--- config.mk ---
export PLATFORM = sky130hd
export DESIGN_NAME = hazard_scoreboard_flat
export DESIGN_NICKNAME = d
export VERILOG_FILES = /design/src/rtl/hazard_scoreboard_if.sv /design/src/rtl/hazard_scoreboard.sv /design/src/flat_wrapper.sv
export SDC_FILE = /design/constraint.sdc
export NUM_CORES = 1
export LEC_CHECK = 0
export ABC_AREA = 1
export CAP_MARGIN = 20
export CORE_MARGIN = 1
export CORE_UTILIZATION = 45
export CTS_CLUSTER_DIAMETER = 150
export DETAILED_ROUTE_END_ITERATION = 12
export PLACE_DENSITY_LB_ADDON = 0.2
export SLEW_MARGIN = 0
export SYNTH_ARGS = -nofsm -noshare
export SYNTH_HDL_FRONTEND = slang
export SYNTH_SLANG_ARGS = --single-unit
--- constraint.sdc ---
create_clock -name clk -period 3.15 [get_ports clk]
set_input_delay 0.63 -clock clk [delete_from_list [all_inputs] [get_ports clk]]
set_output_delay 0.63 -clock clk [all_outputs]
set_load 0.02 [all_outputs]
--- src/rtl/hazard_scoreboard_if.sv ---
// ID-stage hazard interface: the pipeline drives ID/EX state (master), the hazard unit answers (slave).
interface hazard_scoreboard_if #(
    parameter int unsigned REG_ADDR_W = 5,
    parameter int unsigned CNT_W      = 16
);
    logic                  ID_Valid;
    logic [REG_ADDR_W-1:0] ID_rs;
    logic [REG_ADDR_W-1:0] ID_rt;
    logic                  ID_UseRs;
    logic                  ID_UseRt;
    logic                  ID_Branch;
    logic                  ID_Taken;
    logic                  EX_RegWrite;
    logic                  EX_MemRead;
    logic [REG_ADDR_W-1:0] EX_Rw;
    logic                  Stall;
    logic                  Bubble;
    logic                  IF_Flush;
    logic [1:0]            StallCause;
    logic [CNT_W-1:0]      StallCnt;

    modport master (
        output ID_Valid, ID_rs, ID_rt, ID_UseRs, ID_UseRt, ID_Branch, ID_Taken,
        output EX_RegWrite, EX_MemRead, EX_Rw,
        input  Stall, Bubble, IF_Flush, StallCause, StallCnt
    );

    modport slave (
        input  ID_Valid, ID_rs, ID_rt, ID_UseRs, ID_UseRt, ID_Branch, ID_Taken,
        input  EX_RegWrite, EX_MemRead, EX_Rw,
        output Stall, Bubble, IF_Flush, StallCause, StallCnt
    );
endinterface

--- src/rtl/hazard_scoreboard.sv ---
// Load-use / branch-operand hazard unit with a LOAD_LAT-deep in-flight load scoreboard.
// Define HAZARD_BRANCH_ID_EN to compile in branch-operand detection for ID-resolved branches.
module hazard_scoreboard #(
    parameter int unsigned REG_ADDR_W = 5,
    parameter int unsigned LOAD_LAT   = 1,
    parameter int unsigned CNT_W      = 16
) (
    input logic                 clk,
    input logic                 reset,
    hazard_scoreboard_if.slave  hz
);

`ifdef HAZARD_BRANCH_ID_EN
    localparam int unsigned SB_DEPTH = LOAD_LAT;
`else
    localparam int unsigned SB_DEPTH = LOAD_LAT - 1;
`endif

    typedef logic [REG_ADDR_W-1:0] reg_addr_t;
    typedef struct packed {
        logic      v;
        reg_addr_t rw;
    } sb_entry_t;

    logic      id_valid;
    logic      use_rs;
    logic      use_rt;
    reg_addr_t id_rs;
    reg_addr_t id_rt;
    reg_addr_t ex_rw;
    logic      ex_regwrite;
    logic      ex_memread;

    assign id_valid    = hz.ID_Valid;
    assign use_rs      = hz.ID_UseRs;
    assign use_rt      = hz.ID_UseRt;
    assign id_rs       = hz.ID_rs;
    assign id_rt       = hz.ID_rt;
    assign ex_rw       = hz.EX_Rw;
    assign ex_regwrite = hz.EX_RegWrite;
    assign ex_memread  = hz.EX_MemRead;

    // r0 is hardwired zero, so it never carries a dependency
    function automatic logic match_f(input reg_addr_t r);
        return id_valid && (r != '0) &&
               ((use_rs && (id_rs == r)) || (use_rt && (id_rt == r)));
    endfunction

    logic lu_sb;
`ifdef HAZARD_BRANCH_ID_EN
    logic br_sb;
`endif

    generate
        if (SB_DEPTH > 0) begin : g_sb
            localparam int unsigned LU_K = LOAD_LAT - 1;
            localparam logic [SB_DEPTH-1:0] LU_MASK = SB_DEPTH'((1 << LU_K) - 1);

            sb_entry_t [SB_DEPTH-1:0] sb_q;
            sb_entry_t [SB_DEPTH-1:0] sb_d;
            logic      [SB_DEPTH-1:0] sb_hit;

            // Stages past ID always advance, so the shift ignores Stall
            assign sb_d[0].v  = ex_memread & ex_regwrite & (ex_rw != '0);
            assign sb_d[0].rw = ex_rw;

            for (genvar k = 0; k < SB_DEPTH; k++) begin : g_ent
                if (k > 0) begin : g_shift
                    assign sb_d[k] = sb_q[k-1];
                end
                assign sb_hit[k] = sb_q[k].v & match_f(sb_q[k].rw);
            end

            always_ff @(posedge clk) begin
                if (reset) begin
                    sb_q <= '0;
                end else begin
                    sb_q <= sb_d;
                end
            end

            // Entry LOAD_LAT can already forward to EX, so it only matters to an ID-stage compare
            assign lu_sb = |(sb_hit & LU_MASK);
`ifdef HAZARD_BRANCH_ID_EN
            assign br_sb = |sb_hit;
`endif
        end else begin : g_no_sb
            assign lu_sb = 1'b0;
        end
    endgenerate

    logic             load_use_c;
    logic             branch_c;
    logic             stall_c;
    logic [1:0]       cause_c;
    logic [CNT_W-1:0] cnt_q;
    logic [CNT_W-1:0] cnt_d;

`ifndef HAZARD_BRANCH_ID_EN
    logic unused_branch;
    assign unused_branch = hz.ID_Branch;
`endif

    // Hazard classification; load-use wins the cause encoding when both are present
    always_comb begin
        load_use_c = ~reset & ((match_f(ex_rw) & ex_memread & ex_regwrite) | lu_sb);
`ifdef HAZARD_BRANCH_ID_EN
        branch_c   = ~reset & hz.ID_Branch & ((match_f(ex_rw) & ex_regwrite) | br_sb);
`else
        branch_c   = 1'b0;
`endif
        stall_c    = load_use_c | branch_c;
        cause_c    = 2'b00;
        if (load_use_c) begin
            cause_c = 2'b01;
        end else if (branch_c) begin
            cause_c = 2'b10;
        end
    end

    always_comb begin
        cnt_d = cnt_q;
        if (stall_c && (cnt_q != {CNT_W{1'b1}})) begin
            cnt_d = cnt_q + CNT_W'(1);
        end
    end

    always_ff @(posedge clk) begin
        if (reset) begin
            cnt_q <= '0;
        end else begin
            cnt_q <= cnt_d;
        end
    end

    assign hz.Stall      = stall_c;
    assign hz.Bubble     = stall_c;
    assign hz.StallCause = cause_c;
    // A stalled branch has not resolved, so its redirect must wait
    assign hz.IF_Flush   = ~reset & hz.ID_Taken & ~stall_c;
    assign hz.StallCnt   = reset ? '0 : cnt_q;

endmodule

--- src/flat_wrapper.sv ---
// flat-port wrapper written by rule: the top's interface ports become plain ports
module hazard_scoreboard_flat 
#(
    parameter int unsigned REG_ADDR_W = 5,
    parameter int unsigned LOAD_LAT   = 1,
    parameter int unsigned CNT_W      = 16
)
  (clk, reset, hz_ID_Valid, hz_ID_rs, hz_ID_rt, hz_ID_UseRs, hz_ID_UseRt, hz_ID_Branch, hz_ID_Taken, hz_EX_RegWrite, hz_EX_MemRead, hz_EX_Rw, hz_Stall, hz_Bubble, hz_IF_Flush, hz_StallCause, hz_StallCnt);
  hazard_scoreboard_if #(.REG_ADDR_W(REG_ADDR_W), .CNT_W(CNT_W)) hz_i ();
  input logic clk;
  input logic reset;
  input wire logic [$bits(hz_i.ID_Valid)-1:0] hz_ID_Valid;
  input wire logic [$bits(hz_i.ID_rs)-1:0] hz_ID_rs;
  input wire logic [$bits(hz_i.ID_rt)-1:0] hz_ID_rt;
  input wire logic [$bits(hz_i.ID_UseRs)-1:0] hz_ID_UseRs;
  input wire logic [$bits(hz_i.ID_UseRt)-1:0] hz_ID_UseRt;
  input wire logic [$bits(hz_i.ID_Branch)-1:0] hz_ID_Branch;
  input wire logic [$bits(hz_i.ID_Taken)-1:0] hz_ID_Taken;
  input wire logic [$bits(hz_i.EX_RegWrite)-1:0] hz_EX_RegWrite;
  input wire logic [$bits(hz_i.EX_MemRead)-1:0] hz_EX_MemRead;
  input wire logic [$bits(hz_i.EX_Rw)-1:0] hz_EX_Rw;
  output wire logic [$bits(hz_i.Stall)-1:0] hz_Stall;
  output wire logic [$bits(hz_i.Bubble)-1:0] hz_Bubble;
  output wire logic [$bits(hz_i.IF_Flush)-1:0] hz_IF_Flush;
  output wire logic [$bits(hz_i.StallCause)-1:0] hz_StallCause;
  output wire logic [$bits(hz_i.StallCnt)-1:0] hz_StallCnt;
  assign hz_i.ID_Valid = hz_ID_Valid;
  assign hz_i.ID_rs = hz_ID_rs;
  assign hz_i.ID_rt = hz_ID_rt;
  assign hz_i.ID_UseRs = hz_ID_UseRs;
  assign hz_i.ID_UseRt = hz_ID_UseRt;
  assign hz_i.ID_Branch = hz_ID_Branch;
  assign hz_i.ID_Taken = hz_ID_Taken;
  assign hz_i.EX_RegWrite = hz_EX_RegWrite;
  assign hz_i.EX_MemRead = hz_EX_MemRead;
  assign hz_i.EX_Rw = hz_EX_Rw;
  assign hz_Stall = hz_i.Stall;
  assign hz_Bubble = hz_i.Bubble;
  assign hz_IF_Flush = hz_i.IF_Flush;
  assign hz_StallCause = hz_i.StallCause;
  assign hz_StallCnt = hz_i.StallCnt;
  hazard_scoreboard #(.REG_ADDR_W(REG_ADDR_W), .LOAD_LAT(LOAD_LAT), .CNT_W(CNT_W)) u_core (.clk(clk), .reset(reset), .hz(hz_i));
endmodule
# Word-level counts from Yosys, hierarchy flattened

Index checks and enable logic that the tools add are counted.

Bitwise gates (word level): 7
Multiplexer cells: 2
Eq/ne operators: 3
Reductions and logical operators: 7
$add $sub $neg: 1

Operator list:

| kind                                                            | count |
|---|---|
| 16-bit by 1-bit adder with 16-bit output, second input constant | 1 |
| 16-bit two-way mux                                              | 1 |
| 16-bit inequality test, second input constant                   | 1 |
| 5-bit == test                                                   | 2 |
| 1-bit bitwise AND                                               | 5 |
| 1-bit logical AND                                               | 5 |
| 5-bit nonzero test                                              | 1 |
| 1-bit NOT                                                       | 2 |
| 1-bit logical OR                                                | 1 |
| 1-bit two-way mux                                               | 1 |

Output and inout bits: 21
Logic and storage cells: 21
Flip-flop bits (word level): 16

# Longest topological paths before layout

Gate-level depths: netlist (run 1).

Word-level depth: 9
Mapped depth: 11
Mapped depth without buffers: 11

# Least setup slack after synthesis (run 1)

OpenSTA, ideal clock, no wires.

Path kind: input to output
Start: input hz_EX_Rw[3]
End: output hz_IF_Flush
Data required time: 2.520 ns
Path slack: 0.882 ns
Arrival time: 1.638 ns
Stages: 7
Path through: nor3_1 -> nand3_1 -> nand2_1 -> clkinv_1 -> nand2_2 -> inv_1 -> nor2_1

Longest elaborated chain between the ends: 9
Elaborated cells between the ends (all ways): 13
Those cells by class: 2 x eq/ne; 5 x bitwise; 6 x reduce/logical

Ends and longest elaborated chain:

| what                              | RTL line                 | source |
|---|---|---|
| from (decl)                       | flat_wrapper.sv:21       | `input wire logic [$bits(hz_i.EX_Rw)-1:0] hz_EX_Rw;` |
| 5-bit == test                     | hazard_scoreboard.sv:46  | `((use_rs && (id_rs == r)) \|\| (use_rt && (id_rt == r)));` |
| 1-bit logical AND                 | hazard_scoreboard.sv:46  |  |
| 1-bit logical OR                  | hazard_scoreboard.sv:46  |  |
| 1-bit logical AND *               | hazard_scoreboard.sv:45  | `return id_valid && (r != '0) &&` |
| 1-bit bitwise AND * (3 in series) | hazard_scoreboard.sv:106 | `load_use_c = ~reset & ((match_f(ex_rw) & ex_memread & ex_regwrite) \| lu_sb);` |
| named net hz_Bubble               | flat_wrapper.sv:23       | `output wire logic [$bits(hz_i.Bubble)-1:0] hz_Bubble;` |
| 1-bit NOT *                       | hazard_scoreboard.sv:140 | `assign hz.IF_Flush = ~reset & hz.ID_Taken & ~stall_c;` |
| 1-bit bitwise AND *               | hazard_scoreboard.sv:140 |  |
| to (decl)                         | flat_wrapper.sv:24       | `output wire logic [$bits(hz_i.IF_Flush)-1:0] hz_IF_Flush;` |

The timed path passes the listed nets; every way through them passes the cells marked *.

# Worst setup path in the final report (run 1)

Start: input reset
End: output hz_StallCnt[3]

Longest elaborated chain between the ends: 1

Ends and longest elaborated chain:

| what               | RTL line                 | source |
|---|---|---|
| from (decl)        | flat_wrapper.sv:11       | `input logic reset;` |
| 16-bit two-way mux | hazard_scoreboard.sv:141 | `assign hz.StallCnt = reset ? '0 : cnt_q;` |
| to (decl)          | flat_wrapper.sv:26       | `output wire logic [$bits(hz_i.StallCnt)-1:0] hz_StallCnt;` |

Every way passes these cells.

==> results of run 1 <==
## where the power goes
group | switching [uW] | internal, uW
Combinational | 35.2 | 38.7
Clock | 75.0 | 70.5
Sequential | 0.110 | 202
## routing by layer
metal,global-route usage (%),vias up,wire length (um)
met2,31.1,49,1270
met1,30.0,626,1590
met5,0,-,0
met4,6.27,0,29
met3,3.02,4,203
li1,-,808,-
## placed cells by master, fill, tap and decap left out, types with 4 or more instances in the layout
cell type	instances
nand2_1	65
nor2_1	54
inv_1	44
clkdlybuf4s50_1	38
dfxtp_1	16
o21ai_0	11
nand4_1	9
nand3_1	8
buf_4	5
dlymetal6s2s_1	4
## cell families after synthesis
logic type      count (synthesis)
compound gates                 15
buf+inv                        58
other cells                     1
fa+ha+maj                       1
flops                          16
simple gates                  150
## final cells by class
class | instances | area share, %
well taps | 31 | 2.16
clock buffers | 4 | 2.02
flip-flops and latches | 16 | 17.9
multi-input cells | 167 | 41.5
inverters | 49 | 10.4
repair buffers | 47 | 26.1
## metrics by stage
| step | std cells | utilization (%) | setup WS [ns] | power [uW] | hold WS (ns) |
|---|---|---|---|---|---|
| 2_1_floorplan | 241 | - | 0.882 | 243 | 0.496 |
| 3_3_place_gp | 310 | 62.8 | 0.0850 | 280 | 0.529 |
| 3_5_place_dp | 310 | 62.8 | 0.0934 | 281 | 0.528 |
| 4_1_cts | 314 | 64.1 | 0.0882 | 426 | 0.556 |
| 5_1_grt | 314 | 64.5 | 0.315 | 441 | 0.608 |
| 6_report | 314 | 64.5 | 0.466 | 422 | 0.553 |
## critical path: stages
cell             delay (ns)
clkdlybuf4s50_1        0.46
buf_4                  0.23
nor2_1                 0.12
clkdlybuf4s50_1        0.61
## how the worst max path moves through the flow
stage	from	slack, ns	cells after the start	to
6_report	reset	0.47	4	hz_StallCnt[3]
4_1_cts	hz_EX_Rw[3]	0.09	9	hz_IF_Flush
5_1_grt	hz_EX_Rw[4]	0.32	11	hz_IF_Flush
2_1_floorplan	hz_EX_Rw[3]	0.88	7	hz_IF_Flush
3_5_place_dp	hz_EX_Rw[3]	0.09	9	hz_IF_Flush
3_3_place_gp	hz_EX_Rw[3]	0.09	9	hz_IF_Flush
==> flow_summary.json, run 1 <==
{
  "status": "completed",
  "synth_compound_area_share_pct": 5.67,
  "drc_errors": 0,
  "finish.instance_area_um2": 1790,
  "placed_cell_area_um2": 1750,
  "clkTransAtPathRegs_ns": 0.11,
  "maxSlewViolCount": 0,
  "r2r_cells": 10,
  "syn2layout_area_growth_pct": 35.5,
  "path_max_fanout": 18,
  "grt_max_degree": 19,
  "yosys_most_used_dff": "dfxtp_1",
  "routabilityCongestion": 0.867,
  "synth_mux_area_share_pct": 0,
  "cp_data_required_time_ns": 2.52,
  "synth_largest_area_cell": "dfxtp_1",
  "grt_pass1_vias": 1243,
  "htreeDepth": 1,
  "cts_buffers": 3,
  "whs_endpoint": "u_core.cnt_q[15]",
  "dieHeight_um": 56.2,
  "maxCapViolations": 0,
  "placementRows": 19,
  "cts_tree": "yes",
  "synth_top_area_share_pct": 24.2,
  "synthArstFlopShare_pct": 0,
  "rsz0062_at_grt": "false",
  "numPortBuffers": 42,
  "ff2ff_setup_slack_ns": 1.31,
  "start_kind": "primary input",
  "yosys.area_share.simple_pct": 49.3,
  "cts_setup_buffers": 0,
  "netlist_top_cells_area": "dfxtp_1, nand2_1, nor2_1",
  "multi_input_area_um2": 744,
  "cts_buffer_depth": 2,
  "die_x_um": 56.2,
  "synthAdderAreaFrac_pct": 0.945,
  "setup_tns_ns": 0,
  "synthTopCellsByCount": "nand2_1, nor2_1, inv_1",
  "fin_crit_ns": 2.68,
  "grt_usage_pct": 20.6,
  "viasPerCell": 4.74,
  "clock_latency_ns": 0.29,
  "dp_hpwl_um": 2360,
  "drive_gt1_share_pct": 7.42,
  "cts_sinks": 16,
  "num_vias": 1487,
  "syn_area_per_cell_um2": 5.49,
  "register_area_um2": 320,
  "fmax_mhz": 373,
  "die-area_um2": 3160,
  "synth_area_um2": 1320,
  "cp.arrival_ns": 2.05,
  "reg.largest.list": "u_core.cnt_q (16)",
  "drtIter0Drc": 70,
  "cts_resized": 0,
  "grt_overflow": 0,
  "antenna_cells": 0,
  "ant_nets": 0,
  "wl_um": 3100,
  "grt_pass1_wl_um": 5280,
  "num_io_pins": 45,
  "r2r-end": "u_core.cnt_q[9]",
  "r2r_start": "u_core.cnt_q[0]",
  "largest_reg_flops": 16,
  "largest-register": "u_core.cnt_q",
  "root_buffer": "clkbuf_4",
  "initial_core_util_pct": 47.6,
  "setup_viol": 0,
  "synthCells": 241,
  "final.fill_count": 287,
  "synth_fp_nets": 266,
  "vdd.ir_drop.worst_v": 0.000205,
  "avgRoutedWirePerCell_um": 9.86,
  "synth_top_family_by_area": "simple AND/OR/NAND/NOR gates",
  "hp-class": "register to register",
  "leakagePower_uw": 0.000888,
  "cts_hold_buf": 0,
  "yosys.area_share.xor_xnor_pct": 0,
  "core_um2": 2780,
  "clock_skew_ns": 0.00112,
  "hold_viol": 0,
  "ys_seq_elements": 16,
  "holdCritStartpoint": "u_core.cnt_q[15]",
  "critPathKind": "primary input to primary output",
  "finalCritPeriodShare_pct": 85.2,
  "synth.most_common_cell": "nand2_1",
  "end_kind": "primary output",
  "dr.pass1.iters": 4,
  "synth-edff-count": 0,
  "ys_seq_area_share_pct": 24.2,
  "final_nets": 309,
  "p_per_area_nw_per_um2": 235,
  "ys_types": 26,
  "grt_antenna_before_repair": 0,
  "yosys_warnings": 0,
  "holdPathStages": 2
}
Power figures use the tool's default switching activity.
==> run 2, diff against run 1 <==
- DONT_BUFFER_PORTS: not set -> 1
==> flow_summary.json, run 2 (synthesized netlist as in run 1, its figures left out) <==
{
  "cpLargestDelayFamily": "simple AND/OR/NAND/NOR gates",
  "htreeDepth": 1,
  "layout_common_cells": "nand2_1, nor2_1, inv_1",
  "cts_tree": "yes",
  "cp_num_cells": 8,
  "grt_max_degree": 20,
  "drive_gt1_share_pct": 7.17,
  "grt_antenna_before_repair": 0,
  "critPathSlowestCell": "nor2_1",
  "hp-class": "primary input to register",
  "placementRows": 19,
  "setup_viol": 0,
  "cts_setup_buffers": 0,
  "crit_chain": "nor3_1 > nand3_1 > nand2_1 > clkinv_1 > buf_4 > nand2_2 > inv_1 > nor2_1",
  "leakagePower_uw": 0.000643,
  "vdd.ir_drop.worst_v": 0.000296,
  "root_buffer": "clkbuf_4",
  "clock_skew_ns": 0.00602,
  "cts_sinks": 16,
  "maxCapViolations": 0,
  "core_um2": 2780,
  "start_kind": "primary input",
  "cts_buffer_depth": 2,
  "ant_nets": 0,
  "num_vias": 1350,
  "holdPathStages": 1,
  "mostFrequentLayoutCell": "nand2_1",
  "end_kind": "primary output",
  "cp.arrival_ns": 1.74,
  "placed_cell_area_um2": 1310,
  "die_x_um": 56.2,
  "grt_pass1_vias": 1193,
  "fin_crit_ns": 2.37,
  "placed_cells": 265,
  "largest-register": "u_core.cnt_q",
  "cts_resized": 0,
  "status": "completed",
  "p_per_area_nw_per_um2": 262,
  "maxSlewViolCount": 0,
  "final.fill_count": 308,
  "setup_tns_ns": 0,
  "largest_reg_flops": 16,
  "rsz0062_at_grt": "false",
  "initial_core_util_pct": 47.6,
  "cp_num_buf_inv": 3,
  "clock_latency_ns": 0.29,
  "num_io_pins": 45,
  "hold_viol": 0,
  "cts_buffers": 3,
  "finalCritPeriodShare_pct": 75.2,
  "dr.pass1.iters": 5,
  "routabilityCongestion": 0.871,
  "max_stage_delay_ns": 0.30,
  "utilization_pct": 47.7,
  "final_nets": 264,
  "power_uw": 348,
  "reg.largest.list": "u_core.cnt_q (16)",
  "finalNonFillerCells": 268,
  "grt_pass1_wl_um": 4970,
  "fmax_mhz": 422,
  "viasPerCell": 5.04,
  "syn2layout_area_growth_pct": 0.283,
  "drtIter0Drc": 48,
  "drc_errors": 0,
  "die-area_um2": 3160,
  "clkTransAtPathRegs_ns": 0.10,
  "antenna_cells": 0,
  "finish.instance_area_um2": 1330,
  "avgRoutedWirePerCell_um": 9.99,
  "cts_hold_buf": 0,
  "cp_data_required_time_ns": 2.52,
  "wl_um": 2680,
  "r2r_cells": 10,
  "dp_hpwl_um": 2060,
  "grt_usage_pct": 19.4,
  "critPathKind": "primary input to primary output",
  "numPortBuffers": 0,
  "dieHeight_um": 56.2,
  "grt_overflow": 0,
  "path_max_fanout": 12
}
==> run 2: cell types whose count changed in the layout (fill, tap and decap cells not counted), sizes merged <==
cell and delta:
clkbuf -1, clkdlybuf4s50 -38, dlymetal6s2s -4, buf -3
==> run 2: path summary, 6_finish.rpt <==
path / start / end / slack [ns]
setup reg to reg: u_core.cnt_q[0] / u_core.cnt_q[9] / 1.35
setup / recovery: hz_EX_Rw[3] / hz_IF_Flush / 0.78
hold reg to reg: u_core.cnt_q[15] / u_core.cnt_q[15] / 0.55
hold / removal: reset / u_core.cnt_q[3] / 0.39
==> run 2: per-stage QoR <==
step                      setup WS (ns)  hold slack [ns]
after floorplan                   0.882            0.496
after global placement            0.749            0.530
after detailed placement          0.783            0.538
after CTS                         0.768            0.389
after global routing              0.622            0.384
final                             0.781            0.395
==> run 2: cell type report <==
class                           instances  area (um2)  area share [%]
Tap cell                               31        38.8            2.92
Multi-Input combinational cell        167         744            56.1
Timing Repair Buffer                    2        15.0            1.13
Sequential cell                        16         320            24.1
Clock buffer                            3        22.5            1.70
Inverter                               49         186            14.0
==> run 2: routing by layer <==
metal | part of all wire [%] | track usage [%]
met4 | 0.60 | 3.14
met1 | 51 | 26.6
met5 | 0 | 0
met2 | 42 | 30.4
met3 | 6.2 | 6.05
==> run 2: report_power, final <==
group	switching [uW]	internal, uW	total, uW
logic	22.3	12.1	34.3
registers	0.118	202	202
clock network	66.4	44.5	111
==> run 2: worst reg2reg max path, cell delays in order (launching register included) <==
cell and delay, ns:
dfxtp_1 0.39, ha_1 0.21, nand3_2 0.11, nor2_2 0.17
nand4_2 0.29, nand2_1 0.23, inv_1 0.05, nand3_1 0.09
nand2_1 0.06, nand2_1 0.06, nor2_1 0.04
